===== src/rtl/compressor_result_serializer.sv =====
// Parallel-to-serial readback stage: captures WIDTH compressor column outputs and
// streams them LSB first over valid/ready. Optional trailing even-parity bit: SERIALIZER_PARITY_EN.
module compressor_result_serializer #(
  parameter int unsigned WIDTH = 32
) (
  input  logic             clk,
  input  logic             rst,
  input  logic             load,
  input  logic [WIDTH-1:0] dst,
  output logic             sout,
  output logic             sout_valid,
  input  logic             sout_ready,
  output logic             busy,
  output logic             done
);

  localparam int unsigned CNT_W = $clog2(WIDTH + 2);
`ifdef SERIALIZER_PARITY_EN
  localparam int unsigned SH_W = WIDTH + 1;
`else
  localparam int unsigned SH_W = WIDTH;
`endif
  localparam int unsigned LAST = SH_W - 1;

  localparam logic [0:0] S_IDLE  = 1'b0;
  localparam logic [0:0] S_SHIFT = 1'b1;

  logic [0:0]       r_state;
  logic [0:0]       w_next_state;
  logic [SH_W-1:0]  r_shreg;
  logic [CNT_W-1:0] r_cnt;
  logic             r_done;
  logic [SH_W-1:0]  w_capture;
  logic             w_xfer;
  logic             w_last;

`ifdef SERIALIZER_PARITY_EN
  assign w_capture = {^dst, dst};
`else
  assign w_capture = dst;
`endif

  assign w_xfer = (r_state == S_SHIFT) && sout_ready;
  assign w_last = (r_cnt == CNT_W'(LAST));

  // Next-state logic
  always_comb begin
    w_next_state = r_state;
    case (r_state)
      S_IDLE:  if (load) w_next_state = S_SHIFT;
      S_SHIFT: if (w_xfer && w_last) w_next_state = S_IDLE;
      default: w_next_state = S_IDLE;
    endcase
  end

  always_ff @(posedge clk) begin
    if (rst) r_state <= S_IDLE;
    else     r_state <= w_next_state;
  end

  // Shift register empties to zero by frame end, so sout idles low without gating
  always_ff @(posedge clk) begin
    if (rst) begin
      r_shreg <= '0;
      r_cnt   <= '0;
      r_done  <= 1'b0;
    end else begin
      r_done <= w_xfer && w_last;
      if ((r_state == S_IDLE) && load) begin
        r_shreg <= w_capture;
        r_cnt   <= '0;
      end else if (w_xfer) begin
        r_shreg <= {1'b0, r_shreg[SH_W-1:1]};
        r_cnt   <= r_cnt + CNT_W'(1);
      end
    end
  end

  assign sout       = r_shreg[0];
  assign sout_valid = (r_state == S_SHIFT);
  assign busy       = (r_state == S_SHIFT);
  assign done       = r_done;

endmodule


===== config.mk =====
export PLATFORM = sky130hd
export DESIGN_NAME = compressor_result_serializer
export DESIGN_NICKNAME = d
export VERILOG_FILES = /design/src/rtl/compressor_result_serializer.sv
export SDC_FILE = /design/constraint.sdc
export NUM_CORES = 1
export LEC_CHECK = 0
export ABC_AREA = 1
export CAP_MARGIN = 20
export CORE_MARGIN = 10
export CORE_UTILIZATION = 42
export CTS_BUF_LIST = sky130_fd_sc_hd__clkbuf_2
export CTS_CLUSTER_DIAMETER = 40
export DETAILED_ROUTE_END_ITERATION = 16
export HOLD_SLACK_MARGIN = 0.06
export PLACE_DENSITY = 0.76
export SYNTH_ARGS = -nofsm -noshare
export SYNTH_HDL_FRONTEND = slang
export SYNTH_SLANG_ARGS = --single-unit

===== constraint.sdc =====
create_clock -name clk -period 1.6 [get_ports clk]
set_input_delay 0.48 -clock clk [delete_from_list [all_inputs] [get_ports clk]]
set_output_delay 0.48 -clock clk [all_outputs]
set_load 0.02 [all_outputs]

---- Word level (Yosys, flattened, before mapping) ----
Cells that the tools add are included.
operators by class
  $add $sub $neg .......................... 1
  equal/unequal tests ..................... 1
  muxes and demuxes ....................... 5
  bitwise operators ....................... 1
  reductions and logical operators ........ 5
operator list
  kind                   number
  $mux W32               2
  $add A6 B1 Y6 const B  1
  $eq A6 B5 Y1 const B   1
  $logic_and A1 B1 Y1    3
  $mux W1                2
  $pmux W1 S2            1
  $reduce_bool A2 Y1     1
  $reduce_or A2 Y1       1
  $not A1 Y1             1
storage, ports and cells
  register bits ........................... 40
  input bits .............................. 36
  word-level logic and storage cells ...... 17

---- Logic depth before layout (Yosys ltp) ----
  word-level depth ........................ 4
  gate-level depth with buffers ........... 7
  mapped depth without buffers ............ 6

---- Worst setup path before layout ----
OpenSTA, ideal clock, no wires.
  kind .................................... register to register
  start point ............................. register r_state, in the netlist busy
  end point ............................... register r_shreg[1]
  library setup time ...................... 0.141 ns
  data arrival time ....................... 1.189 ns
  path slack .............................. 0.270 ns
  stages on the path, launching flop included .. 7
  buffers on the path ..................... 1
  path through ............................ dfxtp_1 nor2_4 nor2_8 inv_8 buf_6 nand2_1 a21oi_2
between the ends
  longest elaborated chain between the ends .. 3
  elaborated cells between the ends (all ways) .. 5
  those cells by class .................... 1 x mux; 1 x bitwise; 3 x reduce/logical
ends and longest elaborated chain
  element                                         line  RTL
  from (decl)                                     28    logic [0:0] r_state;
  from (signal assigned)                          58    else r_state <= w_next_state;
  $not A1 Y1                                      69    if ((r_state == S_IDLE) && load) begin
  $logic_and A1 B1 Y1                             69
  $mux W32 or $reduce_bool A2 Y1 (tied branches)  --
  to (signal assigned)                            70    r_shreg <= w_capture;
  to (signal assigned)                            73    r_shreg <= {1'b0, r_shreg[SH_W-1:1]};
  to (decl)                                       30    logic [SH_W-1:0] r_shreg;
Several ways; a longest one is shown, not always the timed one.
A chain may end at the register's enable or synchronous reset.

---- Worst setup path after layout ----
  start point ............................. register r_done, in the netlist done
  end point ............................... output port done
RTL lines
  element                 line  RTL
  from (decl)             32    logic r_done;
  from (signal assigned)  68    r_done <= w_xfer && w_last;
  to (decl)               14    output logic done
No word-level cell between the ends.

==> flow_summary_export.csv <==
group,metric,value,unit
clocking,cts-buffers-inserted,5,
clocking,cts_tree,"yes",
clocking,cts-root-buf,"clkbuf_2",
worst_hold_path,holdPathEnd,"r_shreg[27]",
worst_setup_path,crit_buf_inv,1,
cells_and_area,drive_gt1_share,13.0,%
logic_synthesis,synth_fp_nets,329,
die,initial_core_util,44.3,%
place,dp_cells,383,
power,clockPowerShare,22.1,%
global_routing,grt_pass1_wl,7.94,mm
sta,relSlewSlack,77.2,%
power,seqPwrFrac,56.1,%
cells_and_area,layout.nets,375,
cells_and_area,ff_latch_area,801,um^2
clocking,cts-htree-levels,2,
place,gp_congestion,0.761,
logic_synthesis,yosysWarningCount,0,
global_routing,grt_max_degree,33,
global_routing,antenna_found_initial,0,
sta,setup_viol,0,
logic_synthesis,syn-cell-area,1980,um^2
global_routing,grt_overflow,0,
cells_and_area,antennaDiodeCount,0,
place,dp_hpwl,3.27,mm
worst_setup_path,cp.arrival,1010,ps
die,num_io_pins,40,
worst_setup_path,start_kind,"register",
clocking,cts.clk_slew.worst_paths,190,ps
worst_setup_path,cpPeakStageDelay,350,ps
route,drcViolationCount,0,
logic_synthesis,synth_cells,292,
power,power.switching,0.570,mW
worst_setup_path,critical_path_required,1120,ps
cells_and_area,fillCellCount,460,
route,wl_per_cell,11.3,um
worst_setup_path,path_cells,"clkdlybuf4s15_1",
worst_setup_path,crit_slowest_cell,"dfxtp_1",
power,swShare,29.8,%
power,combPwrFrac,21.8,%
run,cap_violations,0,
die,die_width,88.7,um
sta,rsz0062_at_grt,"no",
sta,fin_crit_sh,93.4,%
worst_setup_path,r2r-start,"busy",
worst_setup_path,cp_max_fo,1,
sta,drv_slew,0,
die,die_y,88.7,um
power,ir_drop,0.000419,V
clocking,clockBufferDepth,2,
worst_setup_path,end_kind,"output pin",
cells_and_area,area_growth_syn_to_layout,24.2,%
route,viasPerCell,4.79,
worst_hold_path,whs_path_depth,2,
cells_and_area,multi_input_area,985,um^2
route,wl,4.40,mm
worst_setup_path,reg2reg_to,"r_shreg[23]",
die,core_area,4470,um^2
power,power.leakage,1.07,nW
global_routing,grtUsageTotal,12.3,%
worst_hold_path,worst_hold_startpoint,"r_shreg[27]",
power,p_int,1.34,mW
route,antenna_left,0,
die,fp-row-count,24,
route,drt-pass1-iter-count,4,
place,portBuffers,39,
run_status,status,"finished, final reports clean",
cells_and_area,fin_cells,391,
logic_synthesis,avgSynthCellArea,6.79,um^2
sta,timing.fmax,0.669,GHz
clocking,numClockSinks,40,
worst_setup_path,crit_type,"register to output pin",
worst_hold_path,hp-class,"register to register",
sta,max_slew.worst_pin.slew,340,ps
clocking,post-cts-setup-buffer-count,0,
worst_setup_path,r2r_slack,230,ps
cells_and_area,final_util,55.0,%
logic_synthesis,yosysSeqAreaShare,40.4,%
route,drt-initial-drc-count,104,
logic_synthesis,synth-seq-cells,40,
die,die-area,7870,um^2
clocking,clk_latency,380,ps
sta,finClkSkew,11.0,ps
sta,layout_min_cycle_time,1490,ps
global_routing,grt_pass1_vias,1898,
power,power-per-cell-area,777,nW/um^2
logic_synthesis,synth_cell_types,22,
route,route.vias.total,1871,
worst_setup_path,rr_worst_depth,8,
sta,hold_violations,0,
worst_setup_path,path_delay_family,"flip-flops",
registers in the layout, summed over array words and instances, names as in the netlist:
signal,cells
r_shreg,32
r_cnt,6
done,1
busy,1
cell usage in the layout, fill, tap and decap left out, drive strengths merged:
master	instances
nand2	158
dfxtp	40
xor2	1
a21oi	34
clkdlybuf4s50	35
or2	2
nor2	15
nand3	5
clkinv	4
clkbuf	8
nand4	1
o21ai	1
nor3	3
clkdlybuf4s15	1
inv	13
nand3b	1
buf	16
ha	1
power groups by stage:
| stage | registers (mW) | logic [mW] | clock network, mW |
|---|---|---|---|
| after floorplan | 1.10 | 0.270 | 0 |
| after global placement | 1.09 | 0.419 | 0 |
| after detailed placement | 1.09 | 0.424 | 0 |
| after CTS | 1.07 | 0.423 | 0.442 |
| after global routing | 1.08 | 0.471 | 0.483 |
| final | 1.07 | 0.416 | 0.423 |
cells by family (layout without fill, tap and decap cells):
kind of cell / Yosys count / in the layout / share of synthesized area, %
flops: 40 / 40 / 40.4
simple gates: 185 / 185 / 37.7
compound gates: 35 / 35 / 10.9
buf+inv: 30 / 77 / 9.91
xor+xnor: 1 / 1 / 0.442
fa+ha+maj: 1 / 1 / 0.631
how the worst max path moves through the flow:
stage / depth (start not counted) / startpoint / end
final: 1 / done / done
after global routing: 1 / done / done
after CTS: 1 / busy / busy
after detailed placement: 8 / load / r_shreg[18]
after global placement: 7 / load / r_cnt[5]
after floorplan: 6 / busy / r_shreg[1]
repair_timing:
action | in CTS | in global routing
resized for setup | 5 | 6
endpoints found under the setup margin | 4 | 4
hold buffers | 0 | 0
cloned | 0 | 0
cell type report:
class                   instances  share of cell area (%)
flip-flops and latches         40                    32.5
clock inverters                 3                   0.559
inverters                      14                    2.64
repair buffers                 55                    20.6
well taps                      52                    2.64
multi-input cells             222                    40.0
clock buffers                   5                    1.02
cells in the mapped netlist:
| master | number | area [um^2] |
|---|---|---|
| buf_4 | 5 | 37.5 |
| xor2_1 | 1 | 8.76 |
| dfxtp_1 | 40 | 801 |
| a21oi_2 | 11 | 96.3 |
| nand3b_1 | 1 | 7.51 |
| nor2_4 | 1 | 11.3 |
| nand3_1 | 5 | 25.0 |
| nand4_1 | 1 | 6.26 |
| buf_6 | 7 | 78.8 |
| or2_2 | 2 | 12.5 |
| inv_8 | 1 | 11.3 |
| nand2_1 | 157 | 589 |
| a21oi_1 | 23 | 115 |
| nor3_1 | 3 | 15.0 |
| clkbuf_1 | 4 | 15.0 |
| nor2_1 | 13 | 48.8 |
| nor2_8 | 1 | 20.0 |
| o21ai_0 | 1 | 5.00 |
| inv_1 | 12 | 45.0 |
| ha_1 | 1 | 12.5 |
| nand2_4 | 1 | 11.3 |
| clkinv_4 | 1 | 8.76 |
metal layers:
layer  share of wire [%]  up-vias  track usage, %
li1                    -      991               -
met1                  46      837            14.1
met2                  48       37            21.1
met3                 4.7        6            3.68
met4                 1.2        0            4.11
met5                   0        -               0
stage by stage:
| step | power [mW] | instance area (um^2) | setup TNS [ps] | hold slack (ps) | setup slack, ps |
|---|---|---|---|---|---|
| 3_5_place_dp | 1.52 | 2440 | -7470 | 454 | -258 |
| 6_report | 1.91 | 2460 | 0 | 479 | 106 |
| 3_3_place_gp | 1.51 | 2440 | -7050 | 451 | -257 |
| 5_1_grt | 2.04 | 2460 | 0 | 504 | 17.1 |
| 4_1_cts | 1.94 | 2470 | -35.7 | 478 | -19.9 |
| 2_1_floorplan | 1.37 | 1980 | 0 | 439 | 270 |
Power figures use the tool's default switching activity.
